===== config.mk =====
export PLATFORM = sky130hd
export DESIGN_NAME = step_detector
export DESIGN_NICKNAME = d
export VERILOG_FILES = /design/src/rtl/step_det_pkg.sv /design/src/rtl/sat_counter.sv /design/src/rtl/step_detector.sv
export SDC_FILE = /design/constraint.sdc
export NUM_CORES = 1
export LEC_CHECK = 0
export ABC_CLOCK_PERIOD_IN_PS = 2600
export BUFFER_PORTS_ARGS = -buffer_cell sky130_fd_sc_hd__buf_2
export CAP_MARGIN = 20
export CORE_MARGIN = 1.5
export CORE_UTILIZATION = 50
export DETAILED_ROUTE_END_ITERATION = 16
export PLACE_DENSITY_LB_ADDON = 0.3
export SETUP_SLACK_MARGIN = 0.3
export SLEW_MARGIN = 5
export SYNTH_ARGS = -nofsm -noshare
export SYNTH_HDL_FRONTEND = slang
export SYNTH_SLANG_ARGS = --single-unit

===== constraint.sdc =====
create_clock -name clk -period 2.6 [get_ports clk]
set_clock_uncertainty 0.05 [all_clocks]
set_input_delay 0.13 -clock clk [delete_from_list [all_inputs] [get_ports clk]]
set_output_delay 0.13 -clock clk [all_outputs]
set_load 0.05 [all_outputs]

===== src/rtl/step_det_pkg.sv =====
// Shared types and default tuning constants for the step detector.
package step_det_pkg;

  typedef enum logic [1:0] {
    ST_BELOW    = 2'd0,
    ST_ABOVE    = 2'd1,
    ST_HOLDOFF  = 2'd2,
    ST_WAIT_LOW = 2'd3
  } state_e;

  localparam logic signed [15:0] DEF_THR_HI    = 16'sd2000;
  localparam logic signed [15:0] DEF_THR_LO    = 16'sd500;
  localparam int                 DEF_HOLDOFF   = 8;
  localparam int                 DEF_MAX_WIDTH = 64;
  localparam int                 DEF_CNT_W     = 16;

  // Bits needed to hold values 0..max_val; never less than one bit.
  function automatic int cnt_width(input int max_val);
    return (max_val < 1) ? 1 : $clog2(max_val + 1);
  endfunction

endpackage


===== src/rtl/sat_counter.sv =====
// Saturating up-counter with synchronous clear; clear wins over increment.
module sat_counter #(
  parameter int W = 16
) (
  input  logic         clk,
  input  logic         rst,
  input  logic         inc,
  input  logic         clr,
  output logic [W-1:0] count
);

  // Count up on inc, stick at all-ones, drop to zero on clr or rst.
  always_ff @(posedge clk) begin
    // NOTE: state registers use non-blocking assignments so every flop samples pre-edge values.
    if (rst) begin
      count <= '0;
    end else if (clr) begin
      count <= '0;
    end else if (inc && (count != '1)) begin
      count <= count + 1'b1;
    end
  end

endmodule


===== src/rtl/step_detector.sv =====
// Hysteresis step detector with width abort and post-step holdoff.
module step_detector
  import step_det_pkg::*;
#(
  parameter logic signed [15:0] THR_HI    = DEF_THR_HI,
  parameter logic signed [15:0] THR_LO    = DEF_THR_LO,
  parameter int                 HOLDOFF   = DEF_HOLDOFF,
  parameter int                 MAX_WIDTH = DEF_MAX_WIDTH,
  parameter int                 CNT_W     = DEF_CNT_W
) (
  input  logic                    clk,
  input  logic                    rst,
  input  logic                    sample_valid,
  input  logic signed [15:0]      data_in,
  input  logic                    clr_count,
  output logic                    step_pulse,
  output logic [CNT_W-1:0]        step_count,
  output logic signed [15:0]      peak_value,
  output logic                    abort_pulse
);

  localparam int WID_W = cnt_width(MAX_WIDTH);
  localparam int HO_W  = cnt_width(HOLDOFF);

  state_e                state, state_nxt;
  logic signed [15:0]    peak_run, peak_nxt;
  logic [WID_W-1:0]      width_cnt, width_nxt;
  logic [HO_W-1:0]       holdoff_cnt, holdoff_nxt;
  logic                  step_evt;
  logic                  abort_evt;

  // Next-state and datapath decisions; nothing moves without sample_valid.
  always_comb begin
    // NOTE: every output of this block gets a default first so no latch is inferred.
    state_nxt   = state;
    peak_nxt    = peak_run;
    width_nxt   = width_cnt;
    holdoff_nxt = holdoff_cnt;
    step_evt    = 1'b0;
    abort_evt   = 1'b0;
    if (sample_valid) begin
      unique case (state)
        ST_BELOW: begin
          if (data_in > THR_HI) begin
            state_nxt = ST_ABOVE;
            peak_nxt  = data_in;
            width_nxt = WID_W'(1);
          end
        end
        ST_ABOVE: begin
          if (data_in > peak_run) peak_nxt = data_in;
          if (data_in < THR_LO) begin
            // Completion beats abort when both happen on the same sample.
            step_evt  = 1'b1;
            width_nxt = width_cnt + 1'b1;
            if (HOLDOFF == 0) begin
              state_nxt = ST_BELOW;
            end else begin
              state_nxt   = ST_HOLDOFF;
              holdoff_nxt = HO_W'(HOLDOFF);
            end
          end else if (width_cnt >= WID_W'(MAX_WIDTH)) begin
            abort_evt = 1'b1;
            state_nxt = ST_WAIT_LOW;
          end else begin
            width_nxt = width_cnt + 1'b1;
          end
        end
        ST_HOLDOFF: begin
          holdoff_nxt = holdoff_cnt - 1'b1;
          if (holdoff_cnt <= HO_W'(1)) begin
            holdoff_nxt = '0;
            state_nxt   = ST_BELOW;
          end
        end
        ST_WAIT_LOW: begin
          if (data_in < THR_LO) state_nxt = ST_BELOW;
        end
        default: state_nxt = ST_BELOW;
      endcase
    end
  end

  // State, tracking registers and registered pulses.
  always_ff @(posedge clk) begin
    if (rst) begin
      state       <= ST_BELOW;
      peak_run    <= '0;
      width_cnt   <= '0;
      holdoff_cnt <= '0;
      step_pulse  <= 1'b0;
      abort_pulse <= 1'b0;
      peak_value  <= '0;
    end else begin
      state       <= state_nxt;
      peak_run    <= peak_nxt;
      width_cnt   <= width_nxt;
      holdoff_cnt <= holdoff_nxt;
      step_pulse  <= step_evt;
      abort_pulse <= abort_evt;
      if (step_evt) peak_value <= peak_run;
    end
  end

  sat_counter #(
    .W(CNT_W)
  ) u_step_counter (
    .clk   (clk),
    .rst   (rst),
    .inc   (step_evt),
    .clr   (clr_count),
    .count (step_count)
  );

endmodule


### After elaboration in Yosys (flattened, before gate mapping)

Index checks and enable logic that the tools add are counted.

* bits in registers: 63
* input bits: 20
* output and inout port bits: 34
* logic and storage cells: 59

* add/sub/neg operators: 3
* magnitude comparators: 5
* equal/unequal tests: 11
* mux-type cells: 20
* bitwise operators: 2
* reductions and logical operators: 10

Operators with widths (count)
* 16-bit two-way mux: 2
* 16-bit one-hot mux with 2 select lines: 1
* 7-bit two-way mux: 3
* 16-bit by 1-bit adder with 16-bit output, second input constant: 1
* 16-bit by 12-bit greater-than comparator with 1-bit output, second input constant: 1
* 16-bit greater-than comparator: 1
* 16-bit by 10-bit less-than comparator with 1-bit output, second input constant: 1
* 16-bit inequality test, second input constant: 1
* 7-bit one-hot mux with 2 select lines: 1
* 2-bit two-way mux: 5
* 2-bit inequality test, second input constant: 5
* 4-bit two-way mux: 2
* 2-bit one-hot mux with 4 select lines: 1
* 4-bit one-hot mux with 2 select lines: 1
* 4-bit AND reduction: 2
* 7-bit by 1-bit adder with 7-bit output, second input constant: 1
* 7-bit >= comparator, second input constant: 1
* 3-bit inequality test, second input constant: 2
* 5-bit AND reduction: 1
* 2-bit equality test, second input constant: 2
* 4-bit by 1-bit <= comparator with 1-bit output, second input constant: 1
* 1-bit two-way mux: 4
* 2-bit nonzero test: 2
* 4-bit OR reduction: 1
* 7 further kinds: 8

### Logic depth before layout (Yosys ltp)

* depth after elaboration: 5
* gate-level depth with buffers: 10
* depth with buffers taken out: 9

### Hierarchy

Synthesis repeated with hierarchy kept, for this count alone.

* cell total of the unflattened synthesis: 372
* area, all modules: 3321.9 µm²

Modules (own cells, without submodules)
* step_detector: instances 1, cells each 270, area each 2404.8 µm², seq. area each 940.9 µm²
* sat_counter: instances 1, cells each 102, area each 917.1 µm², seq. area each 320.3 µm²

### Worst setup path before layout

OpenSTA, ideal clock, no wires.

* path type: reg2reg
* from: reg peak_run[6]
* to: reg peak_run[15]
* setup time: 0.114 ns
* arrival time: 2.142 ns
* data required time: 2.436 ns
* path slack: 0.294 ns
* stages on the path, launching flop included: 11
* buffers on the path: 1
* clock period less this slack: 2.306 ns
* path through: dfxtp_1 > inv_1 > ha_1 > and4_1 > a21oi_2 > a21oi_1 > nor4_4 > mux2i_4 > buf_4 > nor3b_1 > a21o_1

* longest elaborated chain between the ends: 3

RTL lines
* start: declaration: line step_detector.sv:26 `logic signed [15:0] peak_run, peak_nxt;`
* start signal: assignment: line step_detector.sv:96 `peak_run <= peak_nxt;`
* 16-bit greater-than comparator: line step_detector.sv:51 `if (data_in > peak_run) peak_nxt = data_in;`
* 2-bit inequality test (no source line)
* 4-bit AND reduction (no source line)

No other way between the ends.
A chain may end at the register's enable or synchronous reset.

### Worst setup path after layout

* from: reg peak_run[5]
* to: reg peak_run[4]

The elaborated chain is that of the path after synthesis.

==> results.py <==
metrics = {
    "synth": {
        "synth_cell_type_count": 47,
        "netlist.area_leader.share_pct": 38.5,
        "synth_seq_area_share_pct": 38.5,
        "synth_area_leaders": "dfxtp_1 (39%), ha_1 (8.0%), nor2_1 (7.6%), a21oi_1 (4.7%), o31ai_2 (4.2%)",
        "ys_seq_elements": 63,
        "synth_top_cell_by_area": "dfxtp_1",
        "synth_compound_area_share_pct": 18.1,
        "synth_flop_cell": "dfxtp_1",
        "postSynth.asyncResetShare_pct": 0,
        "synthSimpleGateAreaFrac_pct": 22.3,
        "postSynthAreaPerCell_um2": 8.64,
        "synth.net_count": 420,
        "synth_top_family_by_area": "simple AND/OR/NAND/NOR gates",
        "syn_area_um2": 3270,
        "syn_inst": 379,
        "yosys.area_share.adder_pct": 8.03,
        "synth_xor_area_share_pct": 5.35,
        "synth_warnings": 0,
        "synth_edf_count": 0,
        "synth.area.mux_share_pct": 1.30,
    },
    "clock_tree": {
        "clk_latency_ps": 340,
        "clk_pin_slew_ps": 70,
        "cts_sinks": 63,
        "htree_levels": 3,
        "cts_buffers": 9,
        "clock_path_buffers": 2,
        "cts_tree": "done",
        "cts_root_buf": "clkbuf_8",
    },
    "setup_path": {
        "cpPeakStageDelay_ps": 340,
        "path_max_fanout": 5,
        "crit_slowest_cell": "dfxtp_1",
        "startpoint_type": "flip-flop",
        "cp.arrival_ps": 2550,
        "path_cells": "inv_2 -> ha_4 -> and4_4 -> nand3_4 -> nor3_4 -> nor4_4 -> mux2i_4 -> buf_12 -> buf_8 -> a211o_1 -> o31ai_4",
        "critPathKind": "reg2reg",
        "worst_setup_path_end_kind": "flip-flop",
        "worstPathRequired_ps": 2800,
    },
    "worst_hold_path": {
        "hp-class": "in2reg",
    },
    "drt": {
        "route.detailed.drc": 0,
        "ant_nets": 0,
        "wl_per_cell_um": 14.7,
        "drt_iter0_drc": 112,
        "vias": 2932,
        "routed_wl_um": 7800,
        "drt_first_pass_iters": 4,
        "avgViaCountPerCell": 5.53,
    },
    "timing": {
        "fin_crit_ps": 2350,
        "tightest_slew_ps": 665,
        "relSlewSlack_pct": 55.5,
        "finalWorstSetupSlack_ps": 248,
        "slew_violations": 0,
        "setup_viol": 0,
        "rsz0062_at_grt": "yes",
        "period_share_pct": 90.5,
        "max_freq_mhz": 425,
        "setup_tns_ps": 0,
        "finalHoldViolations": 0,
    },
    "floorplan": {
        "dieArea_um2": 7040,
        "pin_count": 54,
        "dieHeight_um": 83.9,
        "die_w_um": 83.9,
        "start_util_pct": 51.5,
        "core_um2": 6350,
        "rows": 29,
    },
    "global_route": {
        "grt_start_max_net_pins": 31,
        "grt_use_total_pct": 23.6,
        "top_usage_layer": "met2",
        "grt_use_met2_pct": 40.3,
        "antenna_found_initial": 0,
        "grt_first_pass_wirelength_um": 13400,
        "grt_use_met1_pct": 28.9,
        "grt_pass1_vias": 2896,
        "global_route.overflow_total": 0,
        "use_met3_pct": 4.55,
    },
    "cells_and_area": {
        "layout_common_cells": "nor2_1 (66), dfxtp_1 (56), buf_2 (53), a21oi_1 (30), inv_1 (26)",
        "nets": 490,
        "antenna_cells": 0,
        "instances_no_fill": 530,
        "syn2layout_area_growth_pct": 27.7,
        "drive_gt1_share_pct": 33.3,
        "postLayoutCoreUtil_pct": 65.8,
        "layout_commonest_cell": "nor2_1",
    },
    "run": {
        "cap_violations": 0,
    },
    "place": {
        "port_buffers": 53,
        "dpl_worst_slack_ps": 151,
        "place_inst": 506,
        "place_hpwl_um": 5170,
        "gp_congestion": 0.899,
    },
    "power_and_ir_drop": {
        "leakagePower_nw": 1.75,
        "powerDensity_nw_per_um2": 529,
        "vdd_drop_max_v": 0.000387,
        "power_mw": 2.21,
    },
    "run_status": {
        "outcome": "completed",
    },
}
-- cell type report --
| class | count | area (µm²) |
|---|---|---|
| fillers | 497 | 2170 |
| repair buffers | 74 | 454 |
| clock buffers | 10 | 128 |
| flip-flops and latches | 63 | 1270 |
| inverters | 36 | 145 |
| multi-input cells | 265 | 2040 |
| clock inverters | 5 | 50.0 |
| well taps | 77 | 96.3 |
-- worst paths after layout --
check / from / endpoint / slack [ps] / cells after the start
setup / recovery: peak_run[5] / peak_run[4] / 250 / 11
hold / removal: data_in[0] / peak_run[0] / 50 / 3
setup reg to reg: peak_run[5] / peak_run[4] / 250 / 11
hold reg to reg: peak_value[11] / peak_value[11] / 440 / 2
-- synth_stat cells, types with 2 or more instances --
| cell | number |
|---|---|
| nor2_1 | 66 |
| dfxtp_1 | 63 |
| inv_1 | 35 |
| a21oi_1 | 31 |
| ha_1 | 21 |
| xor2_1 | 15 |
| a211o_1 | 14 |
| nand2_1 | 13 |
| nand3_1 | 11 |
| nand4_1 | 11 |
| o31ai_2 | 11 |
| clkbuf_1 | 8 |
| and3_1 | 7 |
| nand2b_1 | 6 |
| a21o_1 | 5 |
| o21ai_0 | 5 |
| xnor2_1 | 5 |
| buf_2 | 4 |
| nor3_1 | 4 |
| nor3_2 | 4 |
| o31ai_1 | 4 |
| nor3b_1 | 3 |
| nor4_1 | 3 |
| nor4b_2 | 3 |
| o211ai_1 | 3 |
| mux2i_1 | 2 |
| o21ai_1 | 2 |
-- state kept, by name (all words and copies together) (netlist names) --
name	flops
u_step_counter.count	16
step_pulse	1
width_cnt	7
holdoff_cnt	4
state	2
peak_run	16
abort_pulse	1
peak_value	16
-- critical path, delay by kind of cell (launching register included) --
| kind | cells | cell delay (ps) |
|---|---|---|
| multiplexers | 1 | 200 |
| AND/OR/NAND/NOR | 4 | 670 |
| flip-flops | 1 | 340 |
| adder cells (fa/ha/maj) | 1 | 270 |
| buffers and inverters | 3 | 350 |
| AO/OA/AOI/OAI | 2 | 390 |
-- stage by stage --
step	area, µm²	hold WS [ps]
final	4180	51.0
after global routing	4180	81.4
after CTS	4130	40.4
after detailed placement	3680	404
after global placement	3680	384
after floorplan	3310	236
-- cell families (layout without fill, tap and decap cells) --
logic type      count (synthesis)  count (layout)
xor+xnor                       20              20
mux                             3               3
compound gates                 81              81
fa+ha+maj                      21              21
simple gates                  140             140
buf+inv                        51             125
flops                          63              63
-- what timing repair did --
item | CTS | global route
pin swaps | 16 | 5
endpoints found under the setup margin | 16 | 16
buffers inserted | 6 | 2
hold buffers | 0 | 0
cloned | 1 | 0
resized for setup | 42 | 8
-- power breakdown --
group	total [mW]	switching [mW]	internal, mW	leakage (nW)
combinational	0.404	0.228	0.175	1.14
sequential	1.01	0.0176	0.996	0.513
clock	0.795	0.364	0.431	0.0957
-- per-layer routing --
metal | up-vias | routed length (µm)
met5 | - | 0
met4 | 0 | 239
met3 | 24 | 365
met2 | 79 | 3750
met1 | 1378 | 3440
li1 | 1451 | -
Note: power is estimated with default switching activity, not from simulation.
